**src/rtl/freq_gate_counter.sv**
```systemverilog
// freq_gate_counter: gated BCD edge counter for the TTL frequency meter, latching one result per window
module freq_gate_counter #(
  parameter int CLK_HZ      = 50000000,
  parameter int GATE_CYCLES = CLK_HZ,
  parameter int DIGITS      = 8
) (
  input  logic                clock,
  input  logic                reset,
  input  logic                clock_text,
  output logic [4*DIGITS-1:0] bcd_out,
  output logic                overflow,
  output logic                done,
  output logic                gate_active
);
  localparam int GW = GATE_CYCLES > 1 ? $clog2(GATE_CYCLES) : 1;
  typedef enum logic [1:0] {CLEAR, GATE, LATCH} state_t;
  state_t state, nxt;
  logic s1, s2, s3, pulse;
  logic [GW-1:0] gcnt;
  logic [4*DIGITS-1:0] work, inc;
  logic wovf, all9, c, clr, cnt, lat;
  assign pulse = s2 & ~s3;
  // state register
  always_ff @(posedge clock or negedge reset)
    if (!reset) state <= CLEAR;
    else state <= nxt;
  // next state: one CLEAR cycle, GATE_CYCLES of GATE, one LATCH cycle
  always_comb begin
    nxt = state == CLEAR ? GATE :
          state == GATE  ? (gcnt == GW'(GATE_CYCLES - 1) ? LATCH : GATE) :
          CLEAR;
  end
  // state decode into datapath strobes
  always_comb begin
    clr = state == CLEAR;
    cnt = state == GATE;
    lat = state == LATCH;
  end
  // decimal increment with ripple carry; all9 marks the saturated value
  always_comb begin
    inc = work;
    c = 1'b1;
    for (int k = 0; k < DIGITS; k++) begin
      inc[4*k+:4] = c ? (work[4*k+:4] == 4'd9 ? 4'd0 : work[4*k+:4] + 4'd1) : work[4*k+:4];
      c = c & (work[4*k+:4] == 4'd9);
    end
    all9 = c;
  end
  // two-flop synchroniser plus delay stage for rising-edge detection
  always_ff @(posedge clock or negedge reset)
    if (!reset) {s1, s2, s3} <= 3'b000;
    else {s1, s2, s3} <= {clock_text, s1, s2};
  // working counter and gate timer; edges outside GATE are dropped
  always_ff @(posedge clock or negedge reset)
    if (!reset) begin
      work <= '0;
      wovf <= 1'b0;
      gcnt <= '0;
    end else if (clr) begin
      work <= '0;
      wovf <= 1'b0;
      gcnt <= '0;
    end else if (cnt) begin
      gcnt <= gcnt + 1'b1;
      if (pulse && all9) wovf <= 1'b1;
      else if (pulse) work <= inc;
    end
  // result latch, done pulse and registered gate flag
  always_ff @(posedge clock or negedge reset)
    if (!reset) begin
      bcd_out     <= '0;
      overflow    <= 1'b0;
      done        <= 1'b0;
      gate_active <= 1'b0;
    end else begin
      if (lat) begin
        bcd_out  <= work;
        overflow <= wovf;
      end
      done        <= lat;
      gate_active <= nxt == GATE;
    end
endmodule

```
**config.mk**
```make
export PLATFORM = sky130hd
export DESIGN_NAME = freq_gate_counter
export DESIGN_NICKNAME = d
export VERILOG_FILES = /design/src/rtl/freq_gate_counter.sv
export SDC_FILE = /design/constraint.sdc
export NUM_CORES = 1
export LEC_CHECK = 0
export ABC_AREA = 1
export CORE_MARGIN = 2
export CORE_UTILIZATION = 48
export DETAILED_ROUTE_END_ITERATION = 12
export PLACE_DENSITY = 0.76
export RECOVER_POWER = 100
export REMOVE_ABC_BUFFERS = 1
export SYNTH_ARGS = -nofsm -noshare
export SYNTH_HDL_FRONTEND = slang
export SYNTH_SLANG_ARGS = --single-unit
```
**constraint.sdc**
```tcl
create_clock -name clock -period 1.85 [get_ports clock]
set_input_delay 0.37 -clock clock [delete_from_list [all_inputs] [get_ports clock]]
set_output_delay 0.37 -clock clock [all_outputs]
set_load 0.005 [all_outputs]
```
---- After elaboration in Yosys (flattened, before gate mapping) ----
Cells that the tools add are included.
storage, ports and cells
  register bits after elaboration ......... 99
  bits in latches ......................... 0
  bits in writable memories ............... 0
  memory bits (read-only) ................. 0
  input port bits ......................... 3
  output and inout port bits .............. 35
  word-level logic and storage cells ...... 97
  memories kept ........................... 0
operators by class
  add/subtract/negate cells ............... 9
  $mul .................................... 0
  divide/modulo/power cells ............... 0
  $lt $le $gt $ge ......................... 0
  eq/ne operators ......................... 13
  shifts and indexed selects .............. 0
  muxes and demuxes ....................... 27
  bitwise operators ....................... 9
  reduce and logical (&&, ||, !) cells .... 21
operator list
  kind                                                              count
  32-bit 2-to-1 mux                                                 4
  4-bit 2-to-1 mux                                                  15
  26-bit 2-to-1 mux                                                 2
  4-bit by 1-bit adder with 4-bit output (second input constant)    8
  4-bit == test (second input constant)                             8
  4-bit AND reduction                                               7
  26-bit by 1-bit adder with 26-bit output (second input constant)  1
  26-bit == test (second input constant)                            1
  2-bit nonzero test                                                10
  1-bit AND                                                         8
  2-bit 2-to-1 mux                                                  3
  2-bit by 1-bit == test with 1-bit output (second input constant)  2
  1-bit 2-to-1 mux                                                  3
  3-bit AND reduction                                               1
  2-bit == test (second input constant)                             1
  2-bit logical NOT                                                 1
  2-bit != test (second input constant)                             1
  2-bit AND reduction                                               1
  1-bit logical AND                                                 1
  1-bit inverter                                                    1

---- Longest topological paths before layout ----
  depth in word-level cells ............... 12
  mapped depth ............................ 12
  gate-level depth less buffers ........... 12

---- Worst setup path after synthesis ----
Ideal clock, no wire load.
  kind .................................... flip-flop to flip-flop
  start ................................... reg work[1]
  end ..................................... reg work[10]
  library setup time ...................... 0.117 ns
  arrival time ............................ 1.652 ns
  required time ........................... 1.733 ns
  path slack .............................. 0.080 ns
  cell stages (with the launch flop) ...... 13
  path buffers ............................ 1
  clock period less this slack ............ 1.770 ns
  cell sequence ........................... dfrtp_1 -> inv_1 -> ha_1 -> nand3_1 -> nor2_2 -> nand4_2 -> nor2_4 -> nand3_4 -> nand2_2 -> nand2_4 -> buf_6 -> nand3_1 -> nand2_1
on the way
  cells in the longest elaborated chain, start to end .. 11
  elaborated cells on any way between the ends .. 12
  those cells by class .................... eq/ne: 2; bitwise: 7; reduce/logical: 3
RTL lines
  what                             RTL line  text
  start: declaration               20        logic [4*DIGITS-1:0] work, inc;
  start signal: assignment         66        else if (pulse) work <= inc;
  4-bit == test *                  45        c = c & (work[4*k+:4] == 4'd9);
  1-bit AND *                      45
  1-bit AND (6 in series)          45
  1-bit logical AND                65        if (pulse && all9) wovf <= 1'b1;
  2-bit != test (no line)          -
  4-bit AND reduction (no line) *  -
Every way passes the cells marked *; elsewhere a longest branch is shown, timed or not.
A chain may end at the register's enable or synchronous reset.

---- Worst setup path after layout ----
  start ................................... reg work[5]
  end ..................................... reg work[24]
on the way
  cells in the longest elaborated chain, start to end .. 11
  elaborated cells on any way between the ends .. 12
  those cells by class .................... eq/ne: 2; bitwise: 7; reduce/logical: 3
RTL lines
  what                             RTL line
  4-bit == test *                  45
  1-bit AND * (5 in series)        45
  1-bit AND (2 in series)          45
  1-bit logical AND                65
  2-bit != test (no line)          -
  4-bit AND reduction (no line) *  -
Marks and branches as above.

==> impl_metrics.yaml <==
timing:
  finalHoldViolations: 0
  final.period_utilization_pct: 102
  post-route-min-period_ps: 1890
  worstMarginPinSlew_ps: 954
  layout_skew_ps: 11.2
  maxSlewHeadroom_pct: 36.4
  setup_total_negative_slack_ps: -116
  finalSetupViolations: 6
  postLayoutSetupSlackWorst_ps: -43.6
  final-max-slew-violation-count: 0
  rsz0062_at_grt: "yes"
  fmax_ghz: 0.528
logic_synthesis:
  yosysUniqueCellTypes: 39
  synth-async-reset-ratio_pct: 100
  synth-seq-cells: 99
  synth_area_per_cell_um2: 8.23
  syn_area_um2: 4940
  ys.warnings.count: 0
  seq_area_frac_synth_pct: 50.1
  post-synth-top-area-cell: "sky130_fd_sc_hd__dfrtp_1"
  netlist_instances: 601
  number_of_flops_mapped_to_enable_cells_by_yosys: 0
  ys_dominant_reg_cell: "sky130_fd_sc_hd__dfrtp_1"
  netlist.area_leader.share_pct: 50.1
  synth_top_cells_by_area: "sky130_fd_sc_hd__dfrtp_1, sky130_fd_sc_hd__nand2_1, sky130_fd_sc_hd__nand3_1, sky130_fd_sc_hd__inv_1, sky130_fd_sc_hd__ha_1"
power:
  internal_power_mw: 3.16
  power.share.switching_pct: 24.4
  power_switching_mw: 1.02
  power.sequential.fraction_pct: 54.0
  irDropWorstVdd_v: 0.000386
  pwr-share-clk_pct: 37.2
  pwr-share-comb_pct: 8.8
  power-per-cell-area_nw_per_um2: 673
  leakage_nw: 3.08
floorplan:
  die_height_um: 105
  placementRows: 37
  fp.coreArea_um2: 10100
  die_width_um: 105
  ioPinCount: 38
  start_util_pct: 48.8
  floorplan.die_area_um2: 11100
clock_tree:
  clk_root_buffer_cell: "sky130_fd_sc_hd__clkbuf_8"
  clock_sink_count: 99
  worst_skew_pair.late_latency_ps: 360
  cts_tree: "done"
  cts-htree-levels: 3
  cts-root-to-sink-buffers: 2
  clk_transition_reported_paths_ps: 100
  cts_inserted_buffers: 9
drt:
  route.vias.total: 4296
  drt_first_iter_violations: 320
  wire_per_inst_um: 14.3
  drt_first_pass_iters: 5
  post_drt_via_cell_ratio: 5.29
  wl_um: 11600
  drt_drc_violations_left: 0
  drtAntennaViolNets: 0
worst_setup_path:
  cp-end-kind: "flop"
  worst-setup-path-type: "reg2reg"
  critical-path-max-stage-delay_ps: 400
  cpMostUsedCell: "sky130_fd_sc_hd__nand2_1"
  crit_fanout: 6
  critical_path.slowest_cell: "sky130_fd_sc_hd__dfrtp_1"
  worstSetupStartpointType: "flop"
  worst-r2r-cell-count: 11
  timing.critical_path.arrival_ps: 2160
  timing.critical_path.cells: "inv_2 -> ha_2 -> nand3_4 -> nor2_4 -> nand4_4 -> nor2_4 -> nand3_4 -> nand3_1 -> nand2_1 -> nand2_1 -> nand2_1"
  worstPathRequired_ps: 2110
layout:
  post_layout_nonfiller_instances: 812
  layout.cells.most_common: "sky130_fd_sc_hd__nand2_1"
  final_layout_size_suffix_gt1_share_pct: 17.2
  number_of_inserted_diodes: 0
  area_growth_pct: 25.7
  final_cell_mix: "sky130_fd_sc_hd__nand2_1, sky130_fd_sc_hd__dfrtp_1, sky130_fd_sc_hd__inv_1"
  final_net_count: 691
  stdcell_area_um2: 6210
min_path:
  hold_path_class: "reg2reg"
  holdPathStages: 0
placed_design:
  pre_cts_slack_ps: -76.0
  portBuffers: 37
  globalplace.congestion: 0.888
  dp_hpwl_um: 7710
  dp_cells: 784
  detailed_place.area_um2: 5640
job:
  drv.max_cap_violation_count: 0
global_route:
  grt_antenna_before_repair: 0
  wire_length_of_the_first_global_routing_pass_um: 19000
  total_gr_overflow: 0
  grt_max_degree: 40
  first_global_vias: 4276
  globalRouteTotalUtil_pct: 21.1
outcome:
  status: "finished, violations left"
  failing_checks: "setup timing"
==> layer usage <==
metal  GRT usage (%)  part of all wire (%)  up-vias
met4            8.29                   2.0        0
met3            3.34                   4.2       26
met5               0                     0        -
met1            27.1                    44     2065
met2            35.7                    50      122
li1                -                     -     2083
==> worst max-delay path: cells and delay by family (launching register included) <==
kind / cells / cell delay, ps
AND/OR/NAND/NOR: 9 / 1150
flip-flops: 1 / 400
adder cells (fa/ha/maj): 1 / 180
buffers and inverters: 1 / 60
==> timing repair <==
| item | 4_1_cts | 5_1_grt |
|---|---|---|
| hold endpoints to repair | 37 | 0 |
| hold buffers | 1 | 0 |
| setup endpoints to repair | 25 | 44 |
| pin swaps | 3 | 19 |
| buffers inserted | 4 | 6 |
| cloned | 0 | 1 |
| gates resized for setup | 9 | 64 |
==> cell type report <==
type	count	area (µm²)
multi-input combinational	417	2430
clock buffer	11	141
clock inverter	5	82.6
sequential	99	2480
inverter	71	270
timing repair buffer	73	644
fill	829	3920
tap	136	170
==> power by group through the flow <==
stage / registers, mW / logic (mW) / clock network, mW
floorplan: 2.29 / 0.140 / 0
global placement: 2.29 / 0.260 / 0
detailed placement: 2.30 / 0.279 / 0
CTS: 2.25 / 0.286 / 1.59
global route: 2.27 / 0.408 / 1.69
finish: 2.26 / 0.369 / 1.56
==> sequential cells by signal, indices dropped and copies added, names as in the netlist <==
name         count
gcnt            26
overflow         1
done             1
s3               1
s2               1
s1               1
state            2
wovf             1
work            32
gate_active      1
bcd_out         32
==> cell usage after synthesis (2+ instances only) <==
| master | instances |
|---|---|
| sky130_fd_sc_hd__nor2_4 | 2 |
| sky130_fd_sc_hd__xnor2_1 | 5 |
| sky130_fd_sc_hd__inv_1 | 67 |
| sky130_fd_sc_hd__dfrtp_1 | 99 |
| sky130_fd_sc_hd__o21ai_0 | 40 |
| sky130_fd_sc_hd__nor2_2 | 5 |
| sky130_fd_sc_hd__nand3_1 | 60 |
| sky130_fd_sc_hd__buf_1 | 2 |
| sky130_fd_sc_hd__nand4_1 | 13 |
| sky130_fd_sc_hd__a22oi_1 | 2 |
| sky130_fd_sc_hd__clkinv_1 | 2 |
| sky130_fd_sc_hd__nand2_1 | 164 |
| sky130_fd_sc_hd__inv_2 | 2 |
| sky130_fd_sc_hd__xor2_1 | 12 |
| sky130_fd_sc_hd__a31oi_1 | 2 |
| sky130_fd_sc_hd__clkbuf_1 | 9 |
| sky130_fd_sc_hd__a21oi_1 | 15 |
| sky130_fd_sc_hd__buf_2 | 3 |
| sky130_fd_sc_hd__nor3_1 | 18 |
| sky130_fd_sc_hd__nor2_1 | 43 |
| sky130_fd_sc_hd__o21ai_1 | 2 |
| sky130_fd_sc_hd__ha_1 | 17 |
==> through the flow <==
step | hold slack, ps | utilization, % | power (mW)
3_3_place_gp | 344 | 55.6 | 2.55
2_1_floorplan | 74.4 | - | 2.43
3_5_place_dp | 341 | 55.6 | 2.57
5_1_grt | 388 | 61.3 | 4.36
6_report | 365 | 61.3 | 4.19
4_1_cts | 372 | 58.6 | 4.13
==> worst paths after layout <==
check | endpoint | slack, ps | from
max | work[24] | -40 | work[5]
max in group asynchronous | gcnt[9] | 170 | reset
min in group asynchronous | bcd_out[6] | 680 | reset
min | s2 | 370 | s1
max reg2reg | work[24] | -40 | work[5]
min reg2reg | s2 | 370 | s1
==> kinds of logic after synthesis <==
family	count (synthesis)	synth area share (%)
AND/OR/NAND/NOR	315	28.5
adder cells (fa/ha/maj)	17	4.30
XOR/XNOR	17	3.01
flip-flops	99	50.1
buffers and inverters	86	6.76
AO/OA/AOI/OAI	67	7.31
(Power assumes the default switching activity.)
